### config.mk
export PLATFORM = sky130hd
export DESIGN_NAME = intersection_phase_scheduler
export DESIGN_NICKNAME = d
export VERILOG_FILES = /design/src/rtl/intersection_phase_scheduler.sv
export SDC_FILE = /design/constraint.sdc
export NUM_CORES = 1
export LEC_CHECK = 0
export ABC_AREA = 1
export CAP_MARGIN = 20
export CORE_MARGIN = 4
export CORE_UTILIZATION = 30
export CTS_CLUSTER_SIZE = 40
export DETAILED_ROUTE_END_ITERATION = 6
export HOLD_SLACK_MARGIN = 0.02
export PLACE_DENSITY_LB_ADDON = 0.05
export SLEW_MARGIN = 20
export SYNTH_ARGS = -nofsm -noshare
export SYNTH_HDL_FRONTEND = slang
export SYNTH_SLANG_ARGS = --single-unit
### constraint.sdc
create_clock -name clk -period 1.9 [get_ports clk]
set_clock_uncertainty 0.05 [all_clocks]
set_input_delay 0.475 -clock clk [delete_from_list [all_inputs] [get_ports clk]]
set_output_delay 0.475 -clock clk [all_outputs]
set_load 0.01 [all_outputs]
### src/rtl/intersection_phase_scheduler.sv
// Highway / local-road / pedestrian phase scheduler with dwell-timed phases.
// Optional pedestrian crossing enabled by defining PED_CROSSING_EN.
module intersection_phase_scheduler #(
   parameter int MIN_GREEN  = 4,
   parameter int MAX_GREEN  = 8,
   parameter int YELLOW_CYC = 2,
   parameter int ALLRED_CYC = 1,
   parameter int WALK_CYC   = 3
) (
   input  logic       clk,
   input  logic       rst,
   input  logic       lr_has_car,
   input  logic       ped_req,
   output logic [2:0] hw_light,
   output logic [2:0] lr_light,
   output logic       ped_walk,
   output logic [2:0] phase
);

   localparam logic [2:0] HW_GREEN  = 3'd0;
   localparam logic [2:0] HW_YELLOW = 3'd1;
   localparam logic [2:0] ALL_RED   = 3'd2;
   localparam logic [2:0] LR_GREEN  = 3'd3;
   localparam logic [2:0] LR_YELLOW = 3'd4;
   localparam logic [2:0] PED_WALK  = 3'd5;

   localparam logic [1:0] T_HW  = 2'd0;
   localparam logic [1:0] T_LR  = 2'd1;
   localparam logic [1:0] T_PED = 2'd2;

   localparam logic [7:0] MIN_M1 = 8'(MIN_GREEN - 1);
   localparam logic [7:0] MAX_M1 = 8'(MAX_GREEN - 1);
   localparam logic [7:0] YEL_M1 = 8'(YELLOW_CYC - 1);
   localparam logic [7:0] AR_M1  = 8'(ALLRED_CYC - 1);
   localparam logic [7:0] WLK_M1 = 8'(WALK_CYC - 1);

   localparam logic [2:0] LAMP_G = 3'b100;
   localparam logic [2:0] LAMP_Y = 3'b010;
   localparam logic [2:0] LAMP_R = 3'b001;

   logic [2:0] state;
   logic [2:0] nxt;
   logic [7:0] dwell;
   logic [1:0] target;
   logic [1:0] winner;
   logic       ped_pending;
   logic       last_served;   // 1: pedestrians served last, 0: local road

`ifdef PED_CROSSING_EN
   logic enter_walk;
   assign enter_walk = (nxt == PED_WALK) && (state != PED_WALK);

   // Pedestrian request memory and fairness flag
   always_ff @(posedge clk) begin
      if (rst) begin
         ped_pending <= 1'b0;
         last_served <= 1'b1;
      end else begin
         if (enter_walk)
            ped_pending <= 1'b0;
         else if (ped_req)
            ped_pending <= 1'b1;
         if (enter_walk)
            last_served <= 1'b1;
         else if (nxt == LR_GREEN && state != LR_GREEN)
            last_served <= 1'b0;
      end
   end
`else
   logic unused_ped;
   assign unused_ped  = ped_req;
   assign ped_pending = 1'b0;
   assign last_served = 1'b1;
`endif

   // Pick who gets the crossing when highway yields
   always_comb begin
      winner = T_HW;
      case ({lr_has_car, ped_pending})
         2'b10:   winner = T_LR;
         2'b01:   winner = T_PED;
         2'b11:   winner = last_served ? T_LR : T_PED;
         default: winner = T_HW;
      endcase
   end

   // Phase transition rules
   always_comb begin
      nxt = state;
      case (state)
         HW_GREEN:
            if (dwell >= MIN_M1 && (lr_has_car || ped_pending))
               nxt = HW_YELLOW;
         HW_YELLOW:
            if (dwell == YEL_M1) nxt = ALL_RED;
         ALL_RED:
            if (dwell == AR_M1) begin
               case (target)
                  T_LR:    nxt = LR_GREEN;
`ifdef PED_CROSSING_EN
                  T_PED:   nxt = PED_WALK;
`endif
                  default: nxt = HW_GREEN;
               endcase
            end
         LR_GREEN:
            if ((dwell >= MIN_M1 && !lr_has_car) || dwell == MAX_M1)
               nxt = LR_YELLOW;
         LR_YELLOW:
            if (dwell == YEL_M1) nxt = ALL_RED;
`ifdef PED_CROSSING_EN
         PED_WALK:
            if (dwell == WLK_M1) nxt = ALL_RED;
`endif
         default: nxt = HW_GREEN;
      endcase
   end

   // State, dwell timer and all-red target register
   always_ff @(posedge clk) begin
      if (rst) begin
         state  <= HW_GREEN;
         dwell  <= 8'd0;
         target <= T_HW;
      end else begin
         state <= nxt;
         dwell <= (nxt != state) ? 8'd0 : dwell + 8'd1;
         if (nxt == ALL_RED && state != ALL_RED)
            target <= (state == HW_YELLOW) ? winner : T_HW;
      end
   end

   // Moore lamp decode
   always_comb begin
      hw_light = LAMP_R;
      lr_light = LAMP_R;
      ped_walk = 1'b0;
      case (state)
         HW_GREEN:  hw_light = LAMP_G;
         HW_YELLOW: hw_light = LAMP_Y;
         LR_GREEN:  lr_light = LAMP_G;
         LR_YELLOW: lr_light = LAMP_Y;
         PED_WALK:  ped_walk = 1'b1;
         default:   ped_walk = 1'b0;
      endcase
   end

   assign phase = state;

endmodule

==> results.ini, run 1 <==
[sta]
tightestPinTransition_ps=287.0
setup_violations=0
slew_viol_final=0
fin_crit_sh_pct=96.96
rsz0062_at_grt=false
setup_tns_ps=0
timing.fmax_mhz=542.8
hold_viol=0
slew_headroom_pct=80.78
period_minus_slack_ps=1842

[floorplanning]
die_h_um=59.91
rows=18
die_x_um=59.91
coreArea_um2=2522
start_util_pct=32.04
io_pins=14
die_area_um2=3589

[synth]
async_flop_share_pct=0
yosys_warnings=0
syn_inst=109
synth_edf_count=0
synthFlopType=dfxtp_1
syn_avg_cell_area_um2=7.415
synth_area_um2=808.3
synth_nets=116
ys_seq_area_share_pct=29.72
yosys_register_bits=12
ys_types=24

[global_route]
grt_max_degree=9
grt.overflow.total=0
grt_pass1_vias=719
antenna_found_initial=0
grt.total_usage_pct=12.52
grt_pass1_wl_mm=3.325

[cells_and_area]
drive_gt1_share_pct=30.77
nNetsFinal=138
layout_common_cells=inv_1 (15), nand2_1 (14), nor2_1 (12)
seqCellArea_um2=249.0
syn2layout_area_growth_pct=29.41
fillCellCount=283
multiInputGateArea_um2=498.0
antenna-diode-count=0
layout_commonest_cell=inv_1
layout.cells.non_filler=160

[setup_path]
worstPathMaxFanout=5
rr_endpoint=dwell[4]
crit_cells=2
r2r_cells=10
critical_path_required_ps=1370
ff2ff_setup_slack_ps=270
timing.rr.start=dwell[0]
critical_path_class=flip-flop to output pin
crit_path_start_kind=flip-flop
cpPeakStageDelay_ps=530
crit_slowest_cell=clkdlybuf4s50_1
path_cells=buf_4 -> clkdlybuf4s50_1
end_kind=output pin
path_buf_inv=2
critPathTopFamily=buffers and inverters
critPathArrivalTime_ps=1320
cp-endpoint=phase[0]
critPathLaunch=phase[0]

[detailed_routing]
drt_iter0_markers=21
num_vias=731
ant_nets=0
wl_per_cell_um=11.36
vias_per_cell=4.569
drc=0
wirelength_mm=1.817
dr.pass1.iters=6

[run_status]
status=finished clean

[clocking]
htreeDepth=1
cts_root_buf=clkbuf_4
clkLatencyLatePin_ps=280
clock_sinks=12
clk_path_buf_depth=2
numCtsBuffers=3
cts_tree=built
cts.clk_slew.worst_paths_ps=80

[pwr]
leakagePower_uw=0.0004509
peakVddDrop_mv=0.5130
pwr_density_cell_nw_per_um2=831.9

[placed_design]
place_inst=156
gp_congestion=0.8359
dp_hpwl_mm=1.413
numPortBuffers=12

[hold_path]
hold_path.class=flip-flop to flip-flop

[job]
max-cap-violations=0

state kept, by name (all words and copies together) (netlist names):
name	count
phase	3
dwell	8
target	1
metrics by stage:
| stage | hold WS [ps] | instance area [um^2] | worst slack (ps) | utilization [%] | total power [uW] |
|---|---|---|---|---|---|
| 2_1_floorplan | 398.7 | 808.3 | 417.2 | - | 571.6 |
| 3_3_place_gp | 423.6 | 1003 | 84.30 | 39.78 | 674.5 |
| 3_5_place_dp | 443.5 | 1003 | 80.94 | 39.78 | 673.5 |
| 4_1_cts | 461.1 | 1041 | 22.62 | 41.27 | 884.3 |
| 5_1_grt | 517.1 | 1046 | 2.529 | 41.47 | 950.1 |
| 6_report | 452.6 | 1046 | 57.78 | 41.47 | 870.2 |
cell usage after synthesis (2+ instances only):
| master | n | area, um^2 |
|---|---|---|
| dfxtp_1 | 12 | 240.2 |
| xnor2_1 | 2 | 17.52 |
| xor2_1 | 4 | 35.03 |
| nand4_1 | 2 | 12.51 |
| nand3_1 | 7 | 35.03 |
| nor3_2 | 9 | 90.09 |
| o21ai_0 | 2 | 10.01 |
| inv_1 | 17 | 63.81 |
| a31oi_1 | 2 | 12.51 |
| nand2_2 | 5 | 31.28 |
| nor3_1 | 2 | 10.01 |
| nand2_4 | 2 | 22.52 |
| nor2_2 | 3 | 18.77 |
| a21oi_1 | 2 | 10.01 |
| nand2_1 | 14 | 52.55 |
| ha_1 | 3 | 37.54 |
| nor2_1 | 12 | 45.04 |
| inv_2 | 3 | 11.26 |
tightest hold or removal path, cell delays in order (launching register included):
cell,delay [ps]
dfxtp_1,320
inv_1,70
a211oi_1,70
per-layer routing:
metal | global-route usage [%] | share of wire [%] | up-vias | wire length (um)
li1 | - | - | 390 | -
met1 | 15.71 | 48 | 329 | 877
met2 | 19.91 | 47 | 10 | 859
met3 | 3.888 | 3.5 | 2 | 63
met4 | 4.747 | 0.83 | 0 | 15
met5 | 0 | 0 | - | 0
worst min-delay path by stage:
| stage | from | to | slack (ps) | cells past startpoint |
|---|---|---|---|---|
| final | target[0] | target[0] | 450 | 2 |
| after global routing | target[0] | target[0] | 520 | 2 |
| after CTS | target[0] | target[0] | 460 | 2 |
| after detailed placement | target[0] | target[0] | 440 | 2 |
| after global placement | target[0] | target[0] | 420 | 2 |
| after floorplan | target[0] | target[0] | 400 | 2 |
layout make-up:
class / count / share of cell area [%]
clock buffers: 4 / 3.469
flip-flops and latches: 12 / 23.80
inverters: 20 / 7.177
repair buffers: 17 / 14.35
multi-input cells: 77 / 47.61
well taps: 30 / 3.589
cell families after synthesis:
logic type / count (synthesis) / synth area share [%]
compound gates: 9 / 6.967
xor+xnor: 6 / 6.501
buf+inv: 20 / 9.288
simple gates: 59 / 42.88
flops: 12 / 29.72
fa+ha+maj: 3 / 4.644
where the power goes:
group | total, uW | internal (uW) | switching [uW] | leakage [uW]
clock network | 208 | 116 | 91.7 | 0.0000210
logic | 344 | 140 | 204 | 0.000331
registers | 318 | 280 | 37.5 | 0.0000994
total | 870 | 537 | 333 | 0.000451
repair_timing:
action | in CTS | in global routing
endpoints found under the setup margin | 8 | 3
hold buffers | 0 | 0
gates resized for setup | 11 | 3
pin swaps | 0 | 0
buffers inserted | 0 | 0
Power figures use the tool's default switching activity.
==> inputs of run 2 (changes only) <==
- CAP_MARGIN: 20 -> 25
- MAX_ROUTING_LAYER: unset -> met4
==> run 2 against run 1 <==
  * Non-clock buffer count unchanged
  * Die area unchanged
  * Clock power about the same
  * Critical endpoint unchanged
  * Worst setup slack about the same
  * Power about the same
==> results.ini, run 2 (synthesis results as in run 1) <==
[floorplanning]
die_h_um=59.91
coreArea_um2=2522
rows=18
die_x_um=59.91
start_util_pct=32.04
die_area_um2=3589
io_pins=14

[job]
max-cap-violations=0

[setup_path]
critPathArrivalTime_ps=1320
timing.rr.start=dwell[0]
critPathLaunch=phase[0]
crit_path_start_kind=flip-flop
worstPathMaxFanout=5
r2r_cells=10
critical_path_class=flip-flop to output pin
critical_path_required_ps=1370
ff2ff_setup_slack_ps=270
rr_endpoint=dwell[4]
end_kind=output pin

[global_route]
grt.met2_usage_pct=19.91
grt_pass1_wl_mm=3.325
grt_pass1_vias=720
grt.overflow.total=0
grt_max_degree=9
antenna_found_initial=0
met1_usage_pct=15.71
use_met3_pct=3.888
busiest_layer=met2
grt.total_usage_pct=12.88

[cells_and_area]
syn2layout_area_growth_pct=29.41
fillCellCount=283
antenna-diode-count=0
multiInputGateArea_um2=498.0
top_register=dwell
largest_reg_flops=8
drive_gt1_share_pct=30.77
seqCellArea_um2=249.0
layout_commonest_cell=inv_1
layout_common_cells=inv_1 (15), nand2_1 (14), nor2_1 (12)
nNetsFinal=138

[pwr]
leakagePower_uw=0.0004509
power.share.combinational_pct=39.6
power.total_uw=870.3
pwr_density_cell_nw_per_um2=832.0
seq_power_share_pct=36.5
p_sw_uw=333.3
p_sw_share_pct=38.29
peakVddDrop_mv=0.5129
p_int_uw=537.1
clkPwrFrac_pct=23.9

[detailed_routing]
num_vias=732
wl_per_cell_um=11.36
dr.pass1.iters=6
vias_per_cell=4.575
ant_nets=0
drc=0
drt_iter0_markers=16
wirelength_mm=1.818

[hold_path]
min_to=target[0]
hold_path.class=flip-flop to flip-flop
worstHoldStart=target[0]
hold_depth=2

[sta]
fin_crit_sh_pct=96.97
timing.fmax_mhz=542.8
tightestPinTransition_ps=287.0
setup_tns_ps=0
fin_ws_ps=57.64
slew_viol_final=0
period_minus_slack_ps=1842
rsz0062_at_grt=false
slew_headroom_pct=80.78
setup_violations=0
hold_viol=0

[clocking]
clock_sinks=12
clk_path_buf_depth=2
cts.clk_slew.worst_paths_ps=80
post_cts_buffers=0
numCtsBuffers=3
htreeDepth=1
clkLatencyLatePin_ps=280
cts_root_buf=clkbuf_4
cts_tree=built

[placed_design]
numPortBuffers=12
dp_hpwl_mm=1.413
pre_cts_ws_ps=80.94
gp_congestion=0.8489

[run_status]
status=finished clean

run 2: cell counts in the layout (fill, tap and decap cells not counted):
Identical to the previous run, type by type.
run 2: how the worst max path moves through the flow:
stage / endpoint / cells past startpoint
after global placement: dwell[1] / 9
after CTS: hw_light[0] / 3
after global routing: hw_light[0] / 3
final: phase[0] / 2
after detailed placement: dwell[3] / 9
after floorplan: dwell[0] / 9
run 2: repair_timing:
action,in CTS,in global routing
gates resized for setup,11,3
hold buffers,0,0
endpoints found under the setup margin,8,3
hold endpoints to repair,0,0
run 2: final cells by class:
cell class                 instances  share of cell area (%)
multi-input combinational         77                   47.61
sequential                        12                   23.80
timing repair buffer              17                   14.35
inverter                          20                   7.177
tap                               30                   3.589
clock buffer                       4                   3.469
run 2: power groups by stage:
stage / clock network (uW) / registers [uW] / logic [uW]
2_1_floorplan: 0 / 317 / 254
3_3_place_gp: 0 / 322 / 353
3_5_place_dp: 0 / 321 / 353
4_1_cts: 218 / 318 / 349
5_1_grt: 226 / 325 / 399
6_report: 208 / 318 / 344
run 2: critical path, cell delays in order (launching register included):
cell and delay (ps):
dfxtp_4 390, buf_4 130, clkdlybuf4s50_1 530
run 2: routing by layer:
| metal | part of all wire (%) | up-vias |
|---|---|---|
| li1 | - | 390 |
| met1 | 49 | 332 |
| met2 | 47 | 8 |
| met3 | 3.2 | 2 |
| met4 | 0.88 | 0 |
| met5 | 0 | - |
run 2: metrics by stage:
step / utilization [%] / area [um^2] / hold slack, ps / std cells
after floorplan: - / 808.3 / 398.7 / 109
final: 41.47 / 1046 / 452.5 / 160
after global routing: 41.47 / 1046 / 517.1 / 160
after detailed placement: 39.78 / 1003 / 443.5 / 156
after CTS: 41.27 / 1041 / 461.1 / 160
after global placement: 39.78 / 1003 / 423.6 / 156
